--- src/rtl/cpu_pkg.sv ---
// Shared definitions for the decode/execute slice of the CPU pipeline.
//   XZR       : index of the hard-wired zero register (reads as 0, never a
//               hazard source).
//   DW_DEF    : default datapath width.
//   AW_DEF    : default register index width.
//   fwd_sel_e : operand source chosen by the forwarding comparator.
package cpu_pkg;

  localparam int DW_DEF = 64;
  localparam int AW_DEF = 5;
  localparam logic [4:0] XZR = 5'd31;

  typedef enum logic [1:0] {
    FWD_NONE  = 2'd0,
    FWD_EXMEM = 2'd1,
    FWD_MEMWB = 2'd2
  } fwd_sel_e;

endpackage

--- src/rtl/fwd_unit.sv ---
// Youngest-producer comparator for one source operand.
// Compares a source register index against two later pipeline producers and
// returns which one (if any) owns the newest value, plus the selected value.
// The "exmem" slot is the younger producer and wins over the "memwb" slot.
// The zero register never matches.
// Ports:
//   src_idx        in  source register index
//   reg_val        in  value to use when no producer matches
//   exmem_regwrite in  younger producer writes a register
//   exmem_rd       in  younger producer destination
//   exmem_result   in  younger producer value
//   memwb_regwrite in  older producer writes a register
//   memwb_rd       in  older producer destination
//   memwb_result   in  older producer value
//   fwd_sel        out which source was chosen
//   fwd_val        out chosen value
module fwd_unit
  import cpu_pkg::*;
#(
  parameter int DW       = DW_DEF,
  parameter int AW       = AW_DEF,
  parameter int ZERO_REG = 31
) (
  input  logic [AW-1:0] src_idx,
  input  logic [DW-1:0] reg_val,
  input  logic          exmem_regwrite,
  input  logic [AW-1:0] exmem_rd,
  input  logic [DW-1:0] exmem_result,
  input  logic          memwb_regwrite,
  input  logic [AW-1:0] memwb_rd,
  input  logic [DW-1:0] memwb_result,
  output fwd_sel_e      fwd_sel,
  output logic [DW-1:0] fwd_val
);

  localparam logic [AW-1:0] ZR = AW'(ZERO_REG);

  always_comb begin
    fwd_sel = FWD_NONE;
    fwd_val = reg_val;
    if (src_idx != ZR) begin
      if (exmem_regwrite && (exmem_rd == src_idx)) begin
        fwd_sel = FWD_EXMEM;
        fwd_val = exmem_result;
      end else if (memwb_regwrite && (memwb_rd == src_idx)) begin
        fwd_sel = FWD_MEMWB;
        fwd_val = memwb_result;
      end
    end
  end

endmodule

--- src/rtl/id_ex_stage.sv ---
// ID/EX pipeline register with write-back bypass, hazard detection,
// EX-side operand forwarding and a saturating stall-cycle counter.
//
// Build option IDEX_FWD_EN:
//   defined   - EX/MEM and MEM/WB results are forwarded onto ex_a/ex_b;
//               only a load-use pair stalls (one cycle).
//   undefined - ex_a/ex_b are the registered operands; any in-flight
//               producer in EX or EX/MEM whose destination matches an ID
//               source stalls until the value reaches the write-back bypass
//               (at most two cycles).
//
// Handshake: stall is combinational and asks upstream to hold PC and IF/ID;
// while stall=1 a bubble (ex_valid=0) is written into ID/EX and the ID
// instruction must be presented again on the next cycle. flush kills the ID
// instruction and overrides stall. reset overrides both.
//
// Ports:
//   clk, reset                      clock, synchronous active-high reset
//   id_*                            decoded instruction and regfile read data
//   flush                           taken branch, kill ID instruction
//   exmem_*, memwb_*                later-stage producers
//   stall                           hold PC and IF/ID
//   ex_valid, ex_a, ex_b            EX instruction valid and operands
//   ex_rn, ex_rm, ex_rd             registered register indices
//   ex_regwrite, ex_memread         registered controls (0 in a bubble)
//   stall_cnt                       saturating count of stall cycles
module id_ex_stage
  import cpu_pkg::*;
#(
  parameter int DW       = DW_DEF,
  parameter int AW       = AW_DEF,
  parameter int ZERO_REG = 31
) (
  input  logic          clk,
  input  logic          reset,
  input  logic          id_valid,
  input  logic [AW-1:0] id_rn,
  input  logic [AW-1:0] id_rm,
  input  logic [AW-1:0] id_rd,
  input  logic [DW-1:0] id_rd1,
  input  logic [DW-1:0] id_rd2,
  input  logic          id_regwrite,
  input  logic          id_memread,
  input  logic          flush,
  input  logic          exmem_regwrite,
  input  logic [AW-1:0] exmem_rd,
  input  logic [DW-1:0] exmem_result,
  input  logic          memwb_regwrite,
  input  logic [AW-1:0] memwb_rd,
  input  logic [DW-1:0] memwb_result,
  output logic          stall,
  output logic          ex_valid,
  output logic [DW-1:0] ex_a,
  output logic [DW-1:0] ex_b,
  output logic [AW-1:0] ex_rn,
  output logic [AW-1:0] ex_rm,
  output logic [AW-1:0] ex_rd,
  output logic          ex_regwrite,
  output logic          ex_memread,
  output logic [31:0]   stall_cnt
);

  localparam logic [AW-1:0] ZR = AW'(ZERO_REG);

  logic          valid_q, valid_d;
  logic [DW-1:0] a_q, a_d;
  logic [DW-1:0] b_q, b_d;
  logic [AW-1:0] rn_q, rn_d;
  logic [AW-1:0] rm_q, rm_d;
  logic [AW-1:0] rd_q, rd_d;
  logic          regwrite_q, regwrite_d;
  logic          memread_q, memread_d;
  logic [31:0]   stall_cnt_q, stall_cnt_d;

  logic          hazard;

`ifdef IDEX_FWD_EN
  fwd_sel_e fwd_sel_a, fwd_sel_b;
  logic     unused_fwd_sel;

  fwd_unit #(.DW(DW), .AW(AW), .ZERO_REG(ZERO_REG)) u_fwd_a (
    .src_idx        (rn_q),
    .reg_val        (a_q),
    .exmem_regwrite (exmem_regwrite),
    .exmem_rd       (exmem_rd),
    .exmem_result   (exmem_result),
    .memwb_regwrite (memwb_regwrite),
    .memwb_rd       (memwb_rd),
    .memwb_result   (memwb_result),
    .fwd_sel        (fwd_sel_a),
    .fwd_val        (ex_a)
  );

  fwd_unit #(.DW(DW), .AW(AW), .ZERO_REG(ZERO_REG)) u_fwd_b (
    .src_idx        (rm_q),
    .reg_val        (b_q),
    .exmem_regwrite (exmem_regwrite),
    .exmem_rd       (exmem_rd),
    .exmem_result   (exmem_result),
    .memwb_regwrite (memwb_regwrite),
    .memwb_rd       (memwb_rd),
    .memwb_result   (memwb_result),
    .fwd_sel        (fwd_sel_b),
    .fwd_val        (ex_b)
  );

  assign unused_fwd_sel = ^{fwd_sel_a, fwd_sel_b};

  // Only a load in EX cannot be forwarded in time.
  assign hazard = id_valid && valid_q && memread_q && (rd_q != ZR) &&
                  ((rd_q == id_rn) || (rd_q == id_rm));
`else
  // Without forwarding the comparator is pointed at the ID sources to find
  // any in-flight producer: EX is the younger slot, EX/MEM the older one.
  // regwrite_q is already zero for a bubble, so it carries ex_valid.
  fwd_sel_e      hz_sel_a, hz_sel_b;
  logic [DW-1:0] unused_hz_val_a, unused_hz_val_b;

  fwd_unit #(.DW(DW), .AW(AW), .ZERO_REG(ZERO_REG)) u_fwd_a (
    .src_idx        (id_rn),
    .reg_val        ('0),
    .exmem_regwrite (regwrite_q),
    .exmem_rd       (rd_q),
    .exmem_result   ('0),
    .memwb_regwrite (exmem_regwrite),
    .memwb_rd       (exmem_rd),
    .memwb_result   (exmem_result),
    .fwd_sel        (hz_sel_a),
    .fwd_val        (unused_hz_val_a)
  );

  fwd_unit #(.DW(DW), .AW(AW), .ZERO_REG(ZERO_REG)) u_fwd_b (
    .src_idx        (id_rm),
    .reg_val        ('0),
    .exmem_regwrite (regwrite_q),
    .exmem_rd       (rd_q),
    .exmem_result   ('0),
    .memwb_regwrite (exmem_regwrite),
    .memwb_rd       (exmem_rd),
    .memwb_result   (exmem_result),
    .fwd_sel        (hz_sel_b),
    .fwd_val        (unused_hz_val_b)
  );

  assign hazard = id_valid && ((hz_sel_a != FWD_NONE) || (hz_sel_b != FWD_NONE));
  assign ex_a   = a_q;
  assign ex_b   = b_q;
`endif

  // Reset releases the stall in the same cycle it is asserted.
  assign stall = hazard && !flush && !reset;

  always_comb begin
    rn_d = id_rn;
    rm_d = id_rm;
    rd_d = id_rd;

    // Operand capture: zero register, then same-cycle regfile write bypass.
    if (id_rn == ZR)                                  a_d = '0;
    else if (memwb_regwrite && (memwb_rd == id_rn))   a_d = memwb_result;
    else                                              a_d = id_rd1;

    if (id_rm == ZR)                                  b_d = '0;
    else if (memwb_regwrite && (memwb_rd == id_rm))   b_d = memwb_result;
    else                                              b_d = id_rd2;

    if (flush || stall || !id_valid) begin
      valid_d    = 1'b0;
      regwrite_d = 1'b0;
      memread_d  = 1'b0;
    end else begin
      valid_d    = 1'b1;
      regwrite_d = id_regwrite;
      memread_d  = id_memread;
    end

    stall_cnt_d = stall_cnt_q;
    if (stall && (stall_cnt_q != 32'hFFFF_FFFF)) begin
      stall_cnt_d = stall_cnt_q + 32'd1;
    end
  end

  always_ff @(posedge clk) begin
    if (reset) begin
      valid_q     <= 1'b0;
      a_q         <= '0;
      b_q         <= '0;
      rn_q        <= '0;
      rm_q        <= '0;
      rd_q        <= '0;
      regwrite_q  <= 1'b0;
      memread_q   <= 1'b0;
      stall_cnt_q <= 32'd0;
    end else begin
      valid_q     <= valid_d;
      a_q         <= a_d;
      b_q         <= b_d;
      rn_q        <= rn_d;
      rm_q        <= rm_d;
      rd_q        <= rd_d;
      regwrite_q  <= regwrite_d;
      memread_q   <= memread_d;
      stall_cnt_q <= stall_cnt_d;
    end
  end

  assign ex_valid    = valid_q;
  assign ex_rn       = rn_q;
  assign ex_rm       = rm_q;
  assign ex_rd       = rd_q;
  assign ex_regwrite = regwrite_q;
  assign ex_memread  = memread_q;
  assign stall_cnt   = stall_cnt_q;

endmodule
--- config.mk ---
export PLATFORM = sky130hd
export DESIGN_NAME = id_ex_stage
export DESIGN_NICKNAME = d
export VERILOG_FILES = /design/src/rtl/cpu_pkg.sv /design/src/rtl/fwd_unit.sv /design/src/rtl/id_ex_stage.sv
export SDC_FILE = /design/constraint.sdc
export NUM_CORES = 1
export LEC_CHECK = 0
export CORE_AREA = 2 2 182 184
export CTS_CLUSTER_SIZE = 12
export DETAILED_ROUTE_END_ITERATION = 10
export DIE_AREA = 0 0 184 186
export GPL_TIMING_DRIVEN = 0
export HOLD_SLACK_MARGIN = 0.03
export SLEW_MARGIN = 0
export SYNTH_ARGS = -nofsm -noshare
export SYNTH_HDL_FRONTEND = slang
export SYNTH_HIERARCHICAL = 1
export SYNTH_SLANG_ARGS = --single-unit
--- constraint.sdc ---
create_clock -name clk -period 4.68 [get_ports clk]
set_input_delay 0.936 -clock clk [delete_from_list [all_inputs] [get_ports clk]]
set_output_delay 0.936 -clock clk [all_outputs]
set_load 0.05 [all_outputs]
==> results of run 1 <==
power breakdown:
part	leakage (nW)	internal, mW	switching [mW]
clock	0.311	0.891	0.683
combinational	2.87	0.343	0.467
sequential	1.47	1.59	0.0226
flip-flops by register name (all words and copies together) (netlist names):
name / count
ex_a: 64
stall_cnt: 32
ex_rm: 5
ex_rd: 5
ex_memread: 1
ex_rn: 5
ex_valid: 1
ex_regwrite: 1
ex_b: 64
layer usage:
layer,share of wire (%),vias to the layer above,wire length [µm],GRT usage (%)
met4,1.8,2,570,5.95
li1,-,3716,-,-
met1,39,3480,12100,19.8
met5,0.032,-,10,0
met2,50,330,15700,31.1
met3,8.8,37,2750,5.44
worst min-delay path, cell delays in order, from the launching register on:
cell,delay [ps]
dfxtp_1,340
o311ai_1,80
o41ai_1,70
final timing paths:
path	slack, ps	end	cells past startpoint	from
min	520	stall_cnt[15]$_SDFFE_PP0P_	2	stall_cnt[15]$_SDFFE_PP0P_
min reg2reg	520	stall_cnt[15]$_SDFFE_PP0P_	2	stall_cnt[15]$_SDFFE_PP0P_
max reg2reg	1770	stall_cnt[1]$_SDFFE_PP0P_	13	ex_rd[4]$_SDFF_PP0_
max	120	stall	10	id_rm[0]
final cells by class:
| class | instances | share of cell area (%) |
|---|---|---|
| antenna | 2 | 0.0410 |
| sequential | 178 | 29.2 |
| buffer | 56 | 2.03 |
| tap | 408 | 4.18 |
| inverter | 9 | 0.277 |
| clock inverter | 13 | 1.51 |
| multi-input combinational | 615 | 25.7 |
| clock buffer | 19 | 3.71 |
| timing repair buffer | 405 | 33.4 |
repair_timing:
action                     CTS  global route
hold endpoints to repair     0             0
hold buffers                 0             0
setup endpoints to repair    1             1
gates resized for setup      5             5
per-stage QoR:
step | util [%] | std cells
floorplan | - | 858
global placement | 35.8 | 1669
detailed placement | 35.8 | 1671
CTS | 37.8 | 1703
global route | 37.9 | 1705
finish | 37.9 | 1705
==> flow_metrics.py, run 1 <==
metrics = {
    "final_layout": {
        "final_cell_mix": "clkdlybuf4s50_1 (396), nand2_1 (269), dfxtp_1 (178)",
        "final_layout_size_suffix_gt1_share_pct": 4.56,
        "fin_nets": 1572,
        "final_common_cell": "clkdlybuf4s50_1",
        "seq_area_mm2": 0.00356,
        "nFillCells": 3299,
        "multi_input_area_mm2": 0.00313,
        "area_growth_pct": 74.9,
        "final_area_mm2": 0.0122,
    },
    "timing": {
        "finalHoldWorstSlack_ps": 523,
        "period_share_pct": 97.5,
        "slew_violations": 0,
        "fin_setup_tns_ps": 0,
        "rsz0062_at_grt": "no",
        "finalClockSkew_ps": 11.6,
        "worst_slew_pin_slew_ps": 976,
        "worst_slack_ps": 116,
        "min_period_ps": 4560,
        "clock.fmax_mhz": 219,
        "relSlewSlack_pct": 34.3,
        "setup_viol": 0,
        "finalHoldViolCount": 0,
    },
    "route": {
        "vias": 7565,
        "drt_iter0_drc": 413,
        "first_pass_iters": 5,
        "drc": 0,
        "wirelength_um": 31200,
        "wire_per_inst_um": 18.3,
        "drtAntennaViolNets": 0,
        "via_per_inst": 4.44,
    },
    "yosys": {
        "syn_inst": 858,
        "syn_area_mm2": 0.00697,
        "synth_nets": 1148,
        "yosys_warnings": 6,
        "avgSynthCellArea_um2": 8.13,
    },
    "cts": {
        "clock_path_buffers": 2,
        "clock_sinks": 178,
        "clockRootBuffer": "clkbuf_16",
        "h-tree-depth": 4,
        "clk-insertion-delay-late_ps": 440,
        "cts_setup_buffers": 0,
        "tritoncts.num_buffers": 17,
        "cts_tree": "done",
        "clk_pin_slew_worst_paths_ps": 80,
    },
    "outcome": {
        "status": "finished, final reports clean",
    },
    "place": {
        "numPortBuffers": 403,
        "place_ws_ps": -493,
        "place_congestion": 0.927,
        "placed_area_mm2": 0.0115,
        "dpl.hpwl_um": 24800,
    },
    "floorplan": {
        "chipHeight_um": 186,
        "core_area_mm2": 0.0322,
        "initial_core_util_pct": 21.7,
        "die_x_um": 184,
        "dieArea_mm2": 0.0342,
        "ioPinCount": 468,
        "num_rows": 66,
    },
    "power_and_ir_drop": {
        "p_leak_nw": 4.66,
        "peakVddDrop_mv": 0.238,
        "pwr_density_cell_mw_per_mm2": 327,
        "finalPower_mw": 4.00,
    },
    "setup_path": {
        "crit_arrival_ps": 3630,
        "critPathLaunchType": "input pin",
        "crit_buf_inv": 4,
        "critical_path_class": "in2out",
        "cp-end-kind": "primary output",
        "cp.required_ps": 3740,
        "cp_top_family": "simple AND/OR/NAND/NOR gates",
        "cp_cell_sequence": "clkdlybuf4s50_1, xor2_1, nor4_2, and2_1, clkbuf_1, nor2_1, or4_1, nand3_2, inv_2, clkdlybuf4s15_2",
        "worstPathMaxFanout": 8,
        "max_stage_delay_ps": 560,
        "crit_path_top_delay_cell": "clkdlybuf4s50_1",
    },
    "global_route": {
        "antenna_found_initial": 3,
        "overflow": 0,
        "grt_pass1_wl_um": 44200,
        "grt_usage_pct": 17.5,
        "grt_pass1_vias": 7402,
        "grt_max_degree": 18,
    },
    "worst_hold_path": {
        "min_path_type": "reg2reg",
    },
    "run": {
        "maxCapViolCount": 0,
    },
}
Power figures use the tool's default switching activity.
==> inputs of run 2 (changes only) <==
- SETUP_SLACK_MARGIN: default -> 0.05
==> flow_metrics.py, run 2 (synthesis gave the netlist of run 1 again) <==
metrics = {
    "final_layout": {
        "final_util_pct": 37.9,
        "final_common_cell": "clkdlybuf4s50_1",
        "final_layout_size_suffix_gt1_share_pct": 4.56,
        "fin_nets": 1572,
        "area_growth_pct": 74.8,
        "final_area_mm2": 0.0122,
        "final_cell_mix": "clkdlybuf4s50_1 (396), nand2_1 (269), dfxtp_1 (178)",
    },
    "floorplan": {
        "core_area_mm2": 0.0322,
        "initial_core_util_pct": 21.7,
        "chipHeight_um": 186,
        "ioPinCount": 468,
        "num_rows": 66,
        "die_x_um": 184,
        "dieArea_mm2": 0.0342,
    },
    "setup_path": {
        "critical_path_class": "in2out",
        "cp.required_ps": 3740,
        "cp-end-kind": "primary output",
        "crit_arrival_ps": 3510,
        "r2r_slack_ps": 1760,
        "worstPathMaxFanout": 8,
        "max_stage_delay_ps": 560,
        "cp_cell_sequence": "clkdlybuf4s50_1, xor2_1, nor4_2, and2_1, clkbuf_1, nor2_1, or4_1, nand3_2, inv_2, buf_2",
        "critPathLaunchType": "input pin",
        "crit_path_top_delay_cell": "clkdlybuf4s50_1",
    },
    "cts": {
        "ctsHoldBuffers": 0,
        "clockRootBuffer": "clkbuf_16",
        "cts_tree": "done",
        "clock_sinks": 178,
        "cts_setup_buffers": 0,
        "h-tree-depth": 4,
        "tritoncts.num_buffers": 17,
        "clock_path_buffers": 2,
        "clk_pin_slew_worst_paths_ps": 80,
        "clk-insertion-delay-late_ps": 450,
    },
    "power_and_ir_drop": {
        "swShare_pct": 29.4,
        "p_clk_share_pct": 39.4,
        "cellInternalPower_mw": 2.82,
        "p_sw_mw": 1.18,
        "p_leak_nw": 4.65,
        "peakVddDrop_mv": 0.240,
        "p_seq_share_pct": 40.3,
        "pwr_density_cell_mw_per_mm2": 328,
        "p_comb_share_pct": 20.2,
        "finalPower_mw": 4.00,
    },
    "route": {
        "wirelength_um": 31200,
        "drt_iter0_drc": 430,
        "first_pass_iters": 5,
        "via_per_inst": 4.45,
        "wire_per_inst_um": 18.3,
        "drc": 0,
        "drtAntennaViolNets": 0,
        "vias": 7589,
    },
    "timing": {
        "relSlewSlack_pct": 34.1,
        "min_period_ps": 4440,
        "finalHoldViolCount": 0,
        "period_share_pct": 94.9,
        "slew_violations": 0,
        "clock.fmax_mhz": 225,
        "worst_slew_pin_slew_ps": 980,
        "setup_viol": 0,
        "finalClockSkew_ps": 11.6,
        "rsz0062_at_grt": "no",
        "fin_setup_tns_ps": 0,
    },
    "global_route": {
        "grt_pass1_wl_um": 44200,
        "overflow": 0,
        "antenna_found_initial": 3,
        "grt_max_degree": 18,
        "grt_usage_pct": 17.5,
        "grt_pass1_vias": 7402,
    },
    "place": {
        "place_congestion": 0.927,
        "dpl.hpwl_um": 24800,
        "placed_area_mm2": 0.0115,
        "numPortBuffers": 403,
    },
    "run": {
        "maxCapViolCount": 0,
    },
    "worst_hold_path": {
        "min_path_type": "reg2reg",
    },
    "outcome": {
        "status": "finished, final reports clean",
    },
}
==> run 2: cell types whose count changed in the layout (fill, tap and decap cells not counted), sizes merged <==
cell	before	now
dlymetal6s2s	5	4
clkdlybuf4s15	1	0
dlygate4sd2	1	2
buf	16	17
==> run 2: per-layer routing <==
layer | track usage, % | up-vias | share of wire, %
met5 | 0 | - | 0.032
met1 | 19.8 | 3495 | 39
met3 | 5.44 | 42 | 8.7
met2 | 31.1 | 334 | 50
li1 | - | 3716 | -
met4 | 5.95 | 2 | 1.9
==> run 2: worst max-delay path, delay by kind of cell <==
kind,cells,cell delay [ps]
xor+xnor,1,240
simple gates,5,1310
buf+inv,4,1020
==> run 2: stage by stage <==
step                      setup slack [ps]  hold WS, ps  cells
after floorplan                       1150          719    858
after global placement                -495          499   1669
after detailed placement              -493          510   1671
after CTS                             86.8          525   1703
after global routing                   130          546   1705
final                                  238          524   1705
==> run 2: final timing paths <==
| path | from | end | cells past startpoint |
|---|---|---|---|
| setup reg to reg | ex_rd[4]$_SDFF_PP0_ | stall_cnt[1]$_SDFFE_PP0P_ | 13 |
| hold reg to reg | stall_cnt[15]$_SDFFE_PP0P_ | stall_cnt[15]$_SDFFE_PP0P_ | 2 |
| setup / recovery | id_rm[0] | stall | 10 |
| hold / removal | stall_cnt[15]$_SDFFE_PP0P_ | stall_cnt[15]$_SDFFE_PP0P_ | 2 |
==> run 2: cell type report <==
class                   count  area, µm²
repair buffers            405       4060
clock buffers              19        453
well taps                 408        510
clock inverters            13        184
plain buffers              56        248
fillers                  3303      20000
inverters                   9       33.8
multi-input cells         615       3130
flip-flops and latches    178       3560
diodes                      2       5.00
==> run 2: power by group through the flow <==
stage / logic, mW / clock network (mW) / registers, mW
global placement: 0.809 / 0 / 1.65
detailed placement: 0.813 / 0 / 1.65
finish: 0.810 / 1.58 / 1.61
CTS: 0.816 / 1.62 / 1.61
global route: 0.852 / 1.68 / 1.62
floorplan: 0.121 / 0 / 1.91
==> run 2: what timing repair did <==
| item | CTS | global route |
|---|---|---|
| gates resized for setup | 6 | 6 |
| endpoints found under the hold margin | 0 | 0 |
| endpoints found under the setup margin | 1 | 1 |
| pin swaps | 0 | 0 |
